--- config.mk ---
export PLATFORM = sky130hd
export DESIGN_NAME = jtkiwi_obj_draw_flat
export DESIGN_NICKNAME = d
export VERILOG_FILES = /design/src/rtl/jtkiwi_obj_pkg.sv /design/src/rtl/jtkiwi_obj_draw_if.sv /design/src/rtl/jtkiwi_obj_shifter.sv /design/src/rtl/jtkiwi_obj_draw.sv /design/src/flat_wrapper.sv
export SDC_FILE = /design/constraint.sdc
export NUM_CORES = 1
export LEC_CHECK = 0
export ABC_AREA = 1
export CAP_MARGIN = 20
export CORE_MARGIN = 8
export CORE_UTILIZATION = 30
export DETAILED_ROUTE_END_ITERATION = 12
export PLACE_DENSITY_LB_ADDON = 0.15
export SLEW_MARGIN = 20
export SYNTH_ARGS = -nofsm -noshare
export SYNTH_HDL_FRONTEND = slang
export SYNTH_SLANG_ARGS = --single-unit
--- constraint.sdc ---
create_clock -name clk -period 2 [get_ports clk]
set_input_delay 0.4 -clock clk [delete_from_list [all_inputs] [get_ports clk]]
set_output_delay 0.4 -clock clk [all_outputs]
set_load 0.01 [all_outputs]
--- src/rtl/jtkiwi_obj_pkg.sv ---
// Shared constants and state encoding for the SETA object tile drawing engine.
package jtkiwi_obj_pkg;

   localparam int VFLIP    = 15;
   localparam int HFLIP    = 14;
   localparam int PAL_HI   = 13;
   localparam int PAL_LO   = 9;
   localparam int TILE_W   = 16;
   localparam int PXL_BITS = 4;
   localparam int HALF_PXL = TILE_W / 2;

   typedef enum logic [2:0] {
      ST_IDLE,
      ST_FETCH0,
      ST_DRAW0,
      ST_FETCH1,
      ST_DRAW1
   } state_t;

   // ROM word address of one half of a tile row
   function automatic logic [17:0] rom_word(logic [12:0] code, logic [3:0] yr, logic half);
      return {code, yr, half};
   endfunction

endpackage

--- src/rtl/jtkiwi_obj_draw_if.sv ---
// Scanner request, graphics ROM and line buffer signals of the object drawing engine.
interface jtkiwi_obj_draw_if;

   logic        draw;
   logic        busy;
   logic [15:0] code;
   logic [15:0] attr;
   logic [8:0]  xpos;
   logic [3:0]  ysub;
   logic        flip;
   logic [17:0] rom_addr;
   logic        rom_cs;
   logic        rom_ok;
   logic [31:0] rom_data;
   logic [8:0]  buf_addr;
   logic        buf_we;
   logic [8:0]  buf_din;

   modport master (
      output draw, code, attr, xpos, ysub, flip, rom_ok, rom_data,
      input  busy, rom_addr, rom_cs, buf_addr, buf_we, buf_din
   );

   modport slave (
      input  draw, code, attr, xpos, ysub, flip, rom_ok, rom_data,
      output busy, rom_addr, rom_cs, buf_addr, buf_we, buf_din
   );

endinterface

--- src/rtl/jtkiwi_obj_shifter.sv ---
// 32-bit graphics word shifter: presents one 4-bit pixel per cycle in either direction.
module jtkiwi_obj_shifter
   import jtkiwi_obj_pkg::*;
(
   input  logic                clk,
   input  logic                load,
   input  logic                shift,
   input  logic                dir,
   input  logic [31:0]         din,
   output logic [PXL_BITS-1:0] pxl,
   output logic                blank
);

   logic [31:0] sr;

   // dir=1 walks from the low nibble upwards (horizontally mirrored row)
   always_ff @(posedge clk) begin
      if (load)
         sr <= din;
      else if (shift)
         sr <= dir ? {4'h0, sr[31:4]} : {sr[27:0], 4'h0};
   end

   assign pxl   = dir ? sr[3:0] : sr[31:28];
   assign blank = (pxl == '0);

endmodule

--- src/rtl/jtkiwi_obj_draw.sv ---
// Object row drawing engine: fetches two ROM words per 16-pixel row and writes
// the opaque pixels, tagged with palette, into the object line buffer.
module jtkiwi_obj_draw
   import jtkiwi_obj_pkg::*;
(
   input  logic               clk,
   input  logic               rst_n,
   jtkiwi_obj_draw_if.slave   bus
);

   state_t        st;
   logic [12:0]   code_l;
   logic [3:0]    yr_l;
   logic          hf_l;
   logic [4:0]    pal_l;
   logic [8:0]    col;
   logic [2:0]    cnt;
   logic          addr_new;
   logic          busy_r;
   logic          cs_r;
   logic [17:0]   addr_r;
   logic [3:0]    yr_now;
   logic          hf_now;
   logic          accept;
   logic          drawing;
   logic          sh_load;
   logic [PXL_BITS-1:0] pxl;
   logic          blank;
   logic          unused_bits;

   assign unused_bits = ^{bus.code[15:13], bus.attr[PAL_LO-1:0]};

   assign yr_now  = bus.ysub ^ {4{bus.attr[VFLIP]}};
   assign hf_now  = bus.attr[HFLIP] ^ bus.flip;
   // rom_ok is only trusted once the address has been stable for a cycle
   assign accept  = bus.rom_ok & ~addr_new;
   assign drawing = (st == ST_DRAW0) || (st == ST_DRAW1);
   assign sh_load = ((st == ST_FETCH0) || (st == ST_FETCH1)) & accept;

   jtkiwi_obj_shifter u_shifter (
      .clk   (clk),
      .load  (sh_load),
      .shift (drawing),
      .dir   (hf_l),
      .din   (bus.rom_data),
      .pxl   (pxl),
      .blank (blank)
   );

   always_ff @(posedge clk or negedge rst_n) begin
      if (!rst_n) begin
         st       <= ST_IDLE;
         code_l   <= '0;
         yr_l     <= '0;
         hf_l     <= 1'b0;
         pal_l    <= '0;
         col      <= '0;
         cnt      <= '0;
         addr_new <= 1'b0;
         busy_r   <= 1'b0;
         cs_r     <= 1'b0;
         addr_r   <= '0;
      end else begin
         addr_new <= 1'b0;
         case (st)
            ST_IDLE: begin
               if (bus.draw && !busy_r) begin
                  code_l   <= bus.code[12:0];
                  yr_l     <= yr_now;
                  hf_l     <= hf_now;
                  pal_l    <= bus.attr[PAL_HI:PAL_LO];
                  col      <= bus.xpos;
                  addr_r   <= rom_word(bus.code[12:0], yr_now, hf_now);
                  addr_new <= 1'b1;
                  busy_r   <= 1'b1;
                  cs_r     <= 1'b1;
                  st       <= ST_FETCH0;
               end
            end
            ST_FETCH0: begin
               // Switch to the second word now so it has aged by the time FETCH1 starts
               if (accept) begin
                  addr_r   <= rom_word(code_l, yr_l, ~hf_l);
                  addr_new <= 1'b1;
                  cnt      <= '0;
                  st       <= ST_DRAW0;
               end
            end
            ST_DRAW0: begin
               cnt <= cnt + 3'd1;
               col <= col + 9'd1;
               if (cnt == 3'(HALF_PXL - 1))
                  st <= ST_FETCH1;
            end
            ST_FETCH1: begin
               if (accept) begin
                  cs_r <= 1'b0;
                  cnt  <= '0;
                  st   <= ST_DRAW1;
               end
            end
            ST_DRAW1: begin
               cnt <= cnt + 3'd1;
               col <= col + 9'd1;
               if (cnt == 3'(HALF_PXL - 1)) begin
                  busy_r <= 1'b0;
                  st     <= ST_IDLE;
               end
            end
            default: st <= ST_IDLE;
         endcase
      end
   end

   assign bus.busy     = busy_r;
   assign bus.rom_cs   = cs_r;
   assign bus.rom_addr = addr_r;
   assign bus.buf_addr = col;
   assign bus.buf_we   = drawing & ~blank;
   assign bus.buf_din  = drawing ? {pal_l, pxl} : '0;

endmodule
--- src/flat_wrapper.sv ---
// flat-port wrapper written by rule: the top's interface ports become plain ports
module jtkiwi_obj_draw_flat import jtkiwi_obj_pkg::*;
  (clk, rst_n, bus_draw, bus_code, bus_attr, bus_xpos, bus_ysub, bus_flip, bus_rom_ok, bus_rom_data, bus_busy, bus_rom_addr, bus_rom_cs, bus_buf_addr, bus_buf_we, bus_buf_din);
  jtkiwi_obj_draw_if bus_i ();
  input  logic clk;
  input  logic rst_n;
  input wire logic [$bits(bus_i.draw)-1:0] bus_draw;
  input wire logic [$bits(bus_i.code)-1:0] bus_code;
  input wire logic [$bits(bus_i.attr)-1:0] bus_attr;
  input wire logic [$bits(bus_i.xpos)-1:0] bus_xpos;
  input wire logic [$bits(bus_i.ysub)-1:0] bus_ysub;
  input wire logic [$bits(bus_i.flip)-1:0] bus_flip;
  input wire logic [$bits(bus_i.rom_ok)-1:0] bus_rom_ok;
  input wire logic [$bits(bus_i.rom_data)-1:0] bus_rom_data;
  output wire logic [$bits(bus_i.busy)-1:0] bus_busy;
  output wire logic [$bits(bus_i.rom_addr)-1:0] bus_rom_addr;
  output wire logic [$bits(bus_i.rom_cs)-1:0] bus_rom_cs;
  output wire logic [$bits(bus_i.buf_addr)-1:0] bus_buf_addr;
  output wire logic [$bits(bus_i.buf_we)-1:0] bus_buf_we;
  output wire logic [$bits(bus_i.buf_din)-1:0] bus_buf_din;
  assign bus_i.draw = bus_draw;
  assign bus_i.code = bus_code;
  assign bus_i.attr = bus_attr;
  assign bus_i.xpos = bus_xpos;
  assign bus_i.ysub = bus_ysub;
  assign bus_i.flip = bus_flip;
  assign bus_i.rom_ok = bus_rom_ok;
  assign bus_i.rom_data = bus_rom_data;
  assign bus_busy = bus_i.busy;
  assign bus_rom_addr = bus_i.rom_addr;
  assign bus_rom_cs = bus_i.rom_cs;
  assign bus_buf_addr = bus_i.buf_addr;
  assign bus_buf_we = bus_i.buf_we;
  assign bus_buf_din = bus_i.buf_din;
  jtkiwi_obj_draw u_core (.clk(clk), .rst_n(rst_n), .bus(bus_i));
endmodule
==> flow_summary.ini, run 1 <==
[outcome]
status = finished, final reports clean

[timing]
slew_violations = 0
setup-violations-final = 0
timing.final.crit_share = 0.968
hold_violations = 0
clock_skew_ns = 0.00599
max_slew_margin = 0.566
clock.fmax_mhz = 517
holdWs_ns = 0.0813
period_minus_slack_ns = 1.94
rsz0062_at_grt = true
tightest_slew_ns = 0.652

[job]
drv_cap = 0

[yosys]
synth_warnings = 0
avgSynthCellArea_um2 = 7.94
synth_most_common_cell = nand2_1
seq_area_frac_synth = 0.534
yosys.area.top_type_share = 0.323
ys_seq_elements = 91
ys_types = 25
syn_inst = 575
synth_top_area_cell = dfrtp_1
synth_top_cells_by_count = nand2_1 (231), dfrtp_1 (59), nand3_1 (48), o21ai_0 (45), nor2_1 (42)
ys_top_cells_by_area = dfrtp_1 (32%), edfxtp_1 (21%), nand2_1 (19%)
synth-async-reset-ratio = 0.648
syn_nets = 660
synthFlopType = dfrtp_1
synth_edf_count = 32
netlist_area_mm2 = 0.00456

[finish]
nets = 778
nFillCells = 1549
finalNonFillerCells = 886
multi_input_area_mm2 = 0.00184
layout-drive-gt1-share = 0.0931
area_delta_synth_final_pct = 37.6
final_util = 0.418
seqCellArea_mm2 = 0.00244
stdcell_area_mm2 = 0.00628
antenna_cells = 0

[critical_path]
r2r_cells = 7
setup.worst_path.start_class = flop
worstSetupEndpointType = output pin
worst-r2r-setup-slack_ns = 0.32
r2r_start = u_core.st[2]
path_class = reg -> out
cp_slowest_stage_delay_ns = 0.40
path_cells = o21ai_0 -> nand2_1 -> buf_12 -> a31oi_1 -> buf_2
cp_slowest_cell = dfrtp_1
required_ns = 1.60
cp.arrival_ns = 1.54
crit_fanout = 11
reg2reg_to = u_core.st[1]

[grt]
track_usage = 0.134
antenna_found_initial = 0
grt_pass1_vias = 4232
grt_pass1_wl_um = 21000
overflow = 0
grt_max_degree = 57

[power_and_ir_drop]
p_clk_frac = 0.153
power.switching_mw = 4.09
p_per_area_mw_per_mm2 = 1630
switching_share = 0.399
seq_power_share = 0.367
total_leakage_power_nw = 2.92
internal-power_mw = 6.16
pwr-share-comb = 0.480
peakVddDrop_mv = 0.659

[die]
die_w_um = 139
core_mm2 = 0.0150
initial_core_util = 0.304
ioPinCount = 121
die_h_um = 139
rows = 45
die_area_mm2 = 0.0194

[clock_network]
cts.path.max_buffers = 2
cts_tree = done
cts-buffers-inserted = 9
cts.reportedPaths.clkPinSlew_ns = 0.06
numClockSinks = 91
htreeDepth = 3
clock_latency_ns = 0.35
cts-root-buf = clkbuf_16

[placed_design]
placed_area_mm2 = 0.00605
gp_congestion = 0.810
dpl.hpwl_um = 9230
port_buffers = 108
dp.cells = 869

[min_path]
hold_path_class = in -> async

[detailed_routing]
vias = 4170
drtIter0Drc = 282
viasPerCell = 4.71
route.detailed.drc = 0
dr.pass1.iters = 5
antenna_left = 0
wl_per_cell_um = 14.3
finalWirelength_um = 12700
-- routing by layer --
metal / up-vias / global-route usage / wire length [µm]
met1: 1966 / 0.166 / 5830
met5: - / 0 / 0
met2: 108 / 0.219 / 5960
met4: 0 / 0.0352 / 127
li1: 2086 / - / -
met3: 10 / 0.0441 / 784
-- metrics by stage --
stage | setup WS (ns) | TNS (ns) | power, mW
6_report | 0.0647 | 0 | 10.2
5_1_grt | -0.0201 | -0.0201 | 11.1
4_1_cts | 0.000933 | 0 | 10.4
3_5_place_dp | 0.00752 | 0 | 8.82
3_3_place_gp | 0.0209 | 0 | 8.72
2_1_floorplan | 0.172 | 0 | 6.53
-- worst max path at each step --
stage	start	to	slack [ns]	cells after the start
floorplan	u_core.st[1]	u_core.u_shifter.sr[0]	0.17	6
global route	u_core.st[1]	bus_buf_we	-0.02	5
CTS	u_core.st[1]	bus_buf_din[4]	0.0009	5
detailed placement	u_core.st[1]	bus_buf_we	0.008	5
global placement	u_core.st[1]	bus_buf_we	0.02	5
finish	u_core.st[1]	bus_buf_we	0.06	5
-- cell families after synthesis --
logic type	count (synthesis)	synth area share
flops	91	0.534
buf+inv	72	0.0647
simple gates	329	0.293
compound gates	74	0.0883
xor+xnor	6	0.0115
fa+ha+maj	3	0.00822
-- state kept, by name, summed over array words and instances (netlist names) --
register,cells
u_core.st,3
u_core.bus.rom_addr,18
u_core.yr_l,4
u_core.hf_l,1
u_core.cnt,3
u_core.pal_l,5
u_core.bus.busy,1
u_core.code_l,13
u_core.u_shifter.sr,32
u_core.bus.rom_cs,1
u_core.addr_new,1
u_core.bus.buf_addr,9
-- layout make-up --
class | count | area share
clock inverter | 3 | 0.00239
multi-input combinational | 412 | 0.293
clock buffer | 13 | 0.0398
tap | 188 | 0.0375
sequential | 91 | 0.388
timing repair buffer | 136 | 0.213
inverter | 43 | 0.0269
-- critical path: cells and delay by family (launching register included) --
kind,cells,cell delay (ns)
buffers and inverters,2,0.33
flip-flops,1,0.40
AO/OA/AOI/OAI,2,0.34
AND/OR/NAND/NOR,1,0.13
-- cell usage in the layout, fill, tap and decap left out, types with 4 or more instances in the layout --
master	n
a31oi_1	25
buf_12	8
buf_2	4
buf_4	20
clkbuf_16	9
clkbuf_2	7
clkdlybuf4s50_1	97
dfrtp_1	59
edfxtp_1	32
inv_1	39
nand2_1	230
nand3_1	48
nor2_1	42
o21ai_0	44
xor2_1	6
-- power groups by stage --
| stage | logic, mW | clock network, mW | registers [mW] |
|---|---|---|---|
| after CTS | 5.04 | 1.62 | 3.75 |
| after floorplan | 2.79 | 0 | 3.74 |
| after global placement | 4.97 | 0 | 3.75 |
| final | 4.92 | 1.57 | 3.75 |
| after detailed placement | 5.05 | 0 | 3.77 |
| after global routing | 5.58 | 1.69 | 3.87 |
-- what timing repair did --
item	in CTS	in global routing
pin swaps	2	1
endpoints found under the setup margin	10	8
gates cloned	0	0
hold buffers	0	0
endpoints found under the hold margin	0	0
buffers inserted	1	0
resized for setup	29	8
No activity file was read; power rests on OpenSTA's default activity.
==> run 2: changes to the inputs <==
--- a/config.mk
+++ b/config.mk
@@ -7,10 +7,13 @@
 export LEC_CHECK = 0
 export ABC_AREA = 1
 export CAP_MARGIN = 20
+export CORE_ASPECT_RATIO = 1.75
 export CORE_MARGIN = 8
 export CORE_UTILIZATION = 30
 export DETAILED_ROUTE_END_ITERATION = 12
+export DONT_BUFFER_PORTS = 1
 export PLACE_DENSITY_LB_ADDON = 0.15
+export RECOVER_POWER = 25
 export SLEW_MARGIN = 20
 export SYNTH_ARGS = -nofsm -noshare
 export SYNTH_HDL_FRONTEND = slang
==> run 2 against run 1 <==
Effect of this change: critical path depth fell by 1; worst setup slack improved by 0.0074 ns; largest power group is now registers; flip-flop and latch count did not move; worst hold slack improved by 0.090 ns; die area rose by 0.80%; final area fell by 18%; routed wire length fell by 1.1%; clock-buffer cell count fell by 4; sequential share of layout area rose by 8.4 points; sequential power rose by 5.9%.
==> flow_summary.ini, run 2 (same netlist as run 1, synthesis figures left out) <==
[timing]
slew_violations = 0
rsz0062_at_grt = false
clock.fmax_mhz = 519
setup_tns_ns = 0
clock_skew_ns = 0.00783
timing.final.crit_share = 0.964
setup_slack_ns = 0.0721
period_minus_slack_ns = 1.93
hold_violations = 0
setup-violations-final = 0
max_slew_margin = 0.426
tightest_slew_ns = 0.862

[die]
die_area_mm2 = 0.0196
rows = 59
core_mm2 = 0.0149
die_w_um = 109
initial_core_util = 0.306
die_h_um = 179
ioPinCount = 121

[grt]
grt_pass1_vias = 3812
grt_pass1_wl_um = 20000
grt_max_degree = 60
overflow = 0
track_usage = 0.133
antenna_found_initial = 0

[outcome]
status = finished, final reports clean

[critical_path]
r2r_cells = 6
worstSetupEndpointType = output pin
path_cells = buf_12 -> or2_2 -> o21ai_0 -> a31oi_2
cp-startpoint = u_core.hf_l
required_ns = 1.60
crit_buf_inv = 1
cp.arrival_ns = 1.53
setup.worst_path.start_class = flop
cp_slowest_stage_delay_ns = 0.45
crit_fanout = 17
path_delay_family = flip-flops
path_class = reg -> out
cp_slowest_cell = dfrtp_2
cp_num_cells = 4
r2r_start = u_core.st[2]

[detailed_routing]
route.detailed.drc = 0
viasPerCell = 4.91
wl_per_cell_um = 16.4
finalWirelength_um = 12600
dr.pass1.iters = 5
drtIter0Drc = 153
antenna_left = 0
vias = 3757

[placed_design]
pre_cts_slack_ns = 0.311
gp_congestion = 0.843
dpl.hpwl_um = 9030
placed_area_mm2 = 0.00485
port_buffers = 0
dp.cells = 747

[clock_network]
htreeDepth = 3
clock_latency_ns = 0.34
numClockSinks = 91
cts_tree = done
cts-root-buf = clkbuf_16
cts.reportedPaths.clkPinSlew_ns = 0.07
cts.path.max_buffers = 2
cts-buffers-inserted = 9

[finish]
nFillCells = 1604
layout-drive-gt1-share = 0.0859
finalNonFillerCells = 765
final_common_cell = nand2_1
area_delta_synth_final_pct = 13.1
largest_register_ffs = 32
stdcell_area_mm2 = 0.00516
nets = 662
final_util = 0.346
mostFrequentLayoutCells = nand2_1 (230), dfrtp_1 (58), nand3_1 (48)
antenna_cells = 0
largest_register = u_core.u_shifter.sr

[job]
drv_cap = 0

[min_path]
hold_path_class = in -> reg
worstHoldPathCells = 2
min-delay-start = bus_code[10]

[power_and_ir_drop]
peakVddDrop_mv = 0.589
total_leakage_power_nw = 2.43
p_per_area_mw_per_mm2 = 1820
## run 2: cell count changes in the layout (fill, tap and decap cells not counted), moves of 2 or more
cell             before  now
a21oi_1               2    0
a21oi_2               0    2
buf_12                8    4
buf_2                 4    0
buf_4                20   14
clkbuf_1              3    0
clkbuf_2              7    0
clkdlybuf4s50_1      97    0
clkinv_2              3    1
clkinv_4              1    3
clkinvlp_4            0    3
## run 2: what timing repair did
action,in CTS,in global routing
hold buffers,2,0
setup buffers,0,0
gates resized for setup,0,5
setup endpoints to repair,0,2
hold endpoints to repair,59,0
## run 2: where the power goes
group	switching, mW	internal, mW
clock network	0.758	0.849
logic	2.47	1.34
registers	0.804	3.17
total	4.03	5.36
## run 2: metal layers
metal | vias to the layer above | wire length (µm) | global-route usage
met3 | 13 | 999 | 0.0461
li1 | 1858 | - | -
met1 | 1785 | 4790 | 0.142
met4 | 0 | 280 | 0.0555
met2 | 101 | 6490 | 0.230
met5 | - | 0 | 0
## run 2: final timing paths
kind	slack, ns	end
worst max register to register	0.32	u_core.pal_l[0]
worst min-delay path	0.17	u_core.code_l[10]
max in group asynchronous	0.65	u_core.hf_l
min in group asynchronous	0.71	u_core.bus.buf_addr[8]
worst min register to register	0.49	u_core.code_l[10]
worst max-delay path	0.07	bus_buf_we
## run 2: stage by stage
step | hold WS, ns | total power [mW]
floorplan | 0.104 | 6.53
CTS | 0.160 | 9.54
detailed placement | 0.108 | 7.85
finish | 0.172 | 9.39
global route | 0.169 | 10.3
global placement | 0.108 | 7.78
## run 2: final cells by class
cell class	count	area, µm²	area share
well taps	183	229	0.0443
repair buffers	20	203	0.0393
clock inverters	7	53.8	0.0104
multi-input cells	412	1850	0.358
inverters	43	166	0.0322
flip-flops and latches	91	2440	0.472
clock buffers	9	225	0.0436
==> run 3: changes to the inputs <==
--- a/config.mk
+++ b/config.mk
@@ -12,7 +12,7 @@
 export CORE_UTILIZATION = 30
 export DETAILED_ROUTE_END_ITERATION = 12
 export DONT_BUFFER_PORTS = 1
-export PLACE_DENSITY_LB_ADDON = 0.15
+export PLACE_DENSITY_LB_ADDON = 0.25
 export RECOVER_POWER = 25
 export SLEW_MARGIN = 20
 export SYNTH_ARGS = -nofsm -noshare
==> run 3 against run 2 <==
Effect of this change: total power increased by 1.1%; critical endpoint is now bus_buf_din[4]; flip-flop and latch count unchanged; combinational power about the same.
==> flow_summary.ini, run 3 (same netlist as run 1, synthesis figures left out) <==
[detailed_routing]
drtIter0Drc = 198
dr.pass1.iters = 4
antenna_left = 0
vias = 3781
finalWirelength_um = 12500
route.detailed.drc = 0
wl_per_cell_um = 16.3
viasPerCell = 4.93

[grt]
antenna_found_initial = 0
grt_max_degree = 60
grt_pass1_vias = 3838
track_usage = 0.133
overflow = 0
grt_pass1_wl_um = 20200

[timing]
tightest_slew_ns = 0.852
timing.final.crit_share = 0.949
setup_tns_ns = 0
setup-violations-final = 0
rsz0062_at_grt = false
period_minus_slack_ns = 1.90
slew_violations = 0
max_slew_margin = 0.432
clock.fmax_mhz = 527
clock_skew_ns = 0.00660
hold_violations = 0

[critical_path]
crit_fanout = 15
setup.worst_path.start_class = flop
path_class = reg -> out
path_delay_family = flip-flops
cp_slowest_cell = dfrtp_2
worstSetupEndpointType = output pin
required_ns = 1.60
crit_buf_inv = 2
cp.arrival_ns = 1.50
cp_slowest_stage_delay_ns = 0.45
path_cells = o21ai_0 -> nand2_1 -> buf_8 -> nor2_1 -> buf_4

[clock_network]
cts-root-buf = clkbuf_16
numClockSinks = 91
htreeDepth = 3
clock_latency_ns = 0.34
cts.reportedPaths.clkPinSlew_ns = 0.07
cts-buffers-inserted = 9
cts.path.max_buffers = 2
cts_tree = done

[finish]
largest_register = u_core.u_shifter.sr
area_delta_synth_final_pct = 13.7
largest_register_ffs = 32
layout-drive-gt1-share = 0.0925
nets = 664
finalNonFillerCells = 767
stdcell_area_mm2 = 0.00519
antenna_cells = 0
mostFrequentLayoutCells = nand2_1 (230), dfrtp_1 (57), nand3_1 (48)
final_common_cell = nand2_1

[die]
ioPinCount = 121
die_w_um = 109
initial_core_util = 0.306
rows = 59
core_mm2 = 0.0149
die_area_mm2 = 0.0196
die_h_um = 179

[min_path]
hold_path_class = in -> reg

[placed_design]
dp.cells = 748
gp_congestion = 0.815
port_buffers = 0
dpl.hpwl_um = 9080
placed_area_mm2 = 0.00483

[power_and_ir_drop]
peakVddDrop_mv = 0.717
total_leakage_power_nw = 2.45
p_per_area_mw_per_mm2 = 1830

[job]
drv_cap = 0

[outcome]
status = finished, final reports clean
==> run 3: cell types whose count changed in the layout (fill, tap and decap cells not counted), moves of 2 or more <==
cell        before  now
buf_12           4    2
buf_4           14   16
clkinvlp_4       3    0
inv_4            0    2
==> run 3: final timing paths <==
kind | end | slack (ns) | startpoint | cells after the start
worst max-delay path | bus_buf_din[4] | 0.10 | u_core.st[1] | 5
worst min-delay path | u_core.code_l[7] | 0.17 | bus_code[7] | 2
worst min register to register | u_core.code_l[8] | 0.48 | u_core.code_l[8] | 2
min in group asynchronous | u_core.bus.buf_addr[3] | 0.72 | rst_n | 2
worst max register to register | u_core.u_shifter.sr[18] | 0.33 | u_core.st[0] | 6
max in group asynchronous | u_core.hf_l | 0.66 | rst_n | 2
==> run 3: worst register-to-register path: stages, from the launching register on <==
cell	delay, ns
dfrtp_1	0.43
inv_2	0.09
nor2_4	0.04
nand2_4	0.20
buf_4	0.42
nor2_1	0.13
a31oi_1	0.19
==> run 3: final cells by class <==
cell class,count,area [µm²]
Clock buffer,9,225
Clock inverter,7,76.3
Fill cell,1618,9720
Inverter,43,169
Multi-Input combinational cell,412,1850
Sequential cell,91,2440
Tap cell,183,229
Timing Repair Buffer,22,204
==> run 3: metal layers <==
metal  vias to the layer above  share of wire  track usage  wire (µm)
li1                       1860              -            -          -
met1                      1819           0.39        0.150       4820
met2                        88           0.53        0.230       6560
met3                        14          0.068       0.0364        851
met4                         0          0.020       0.0515        251
met5                         -              0            0          0
==> run 3: power by group <==
group          switching, mW  internal, mW
Combinational           2.47          1.33
Clock                  0.753         0.979
Sequential             0.790          3.17
Total                   4.01          5.48
==> run 3: stage by stage <==
step / setup WS [ns] / hold WS [ns] / utilization / power, mW
after global routing: 0.0184 / 0.167 / 0.348 / 10.4
after CTS: 0.00423 / 0.160 / 0.348 / 9.58
after detailed placement: 0.289 / 0.108 / 0.324 / 7.74
after global placement: 0.306 / 0.108 / 0.324 / 7.62
after floorplan: 0.172 / 0.104 / - / 6.53
final: 0.103 / 0.173 / 0.348 / 9.49
==> run 3: timing repair <==
action,in CTS,in global routing
gates resized for setup,3,9
hold endpoints to repair,59,0
buffers inserted,0,1
hold buffers,2,0
setup endpoints to repair,9,10
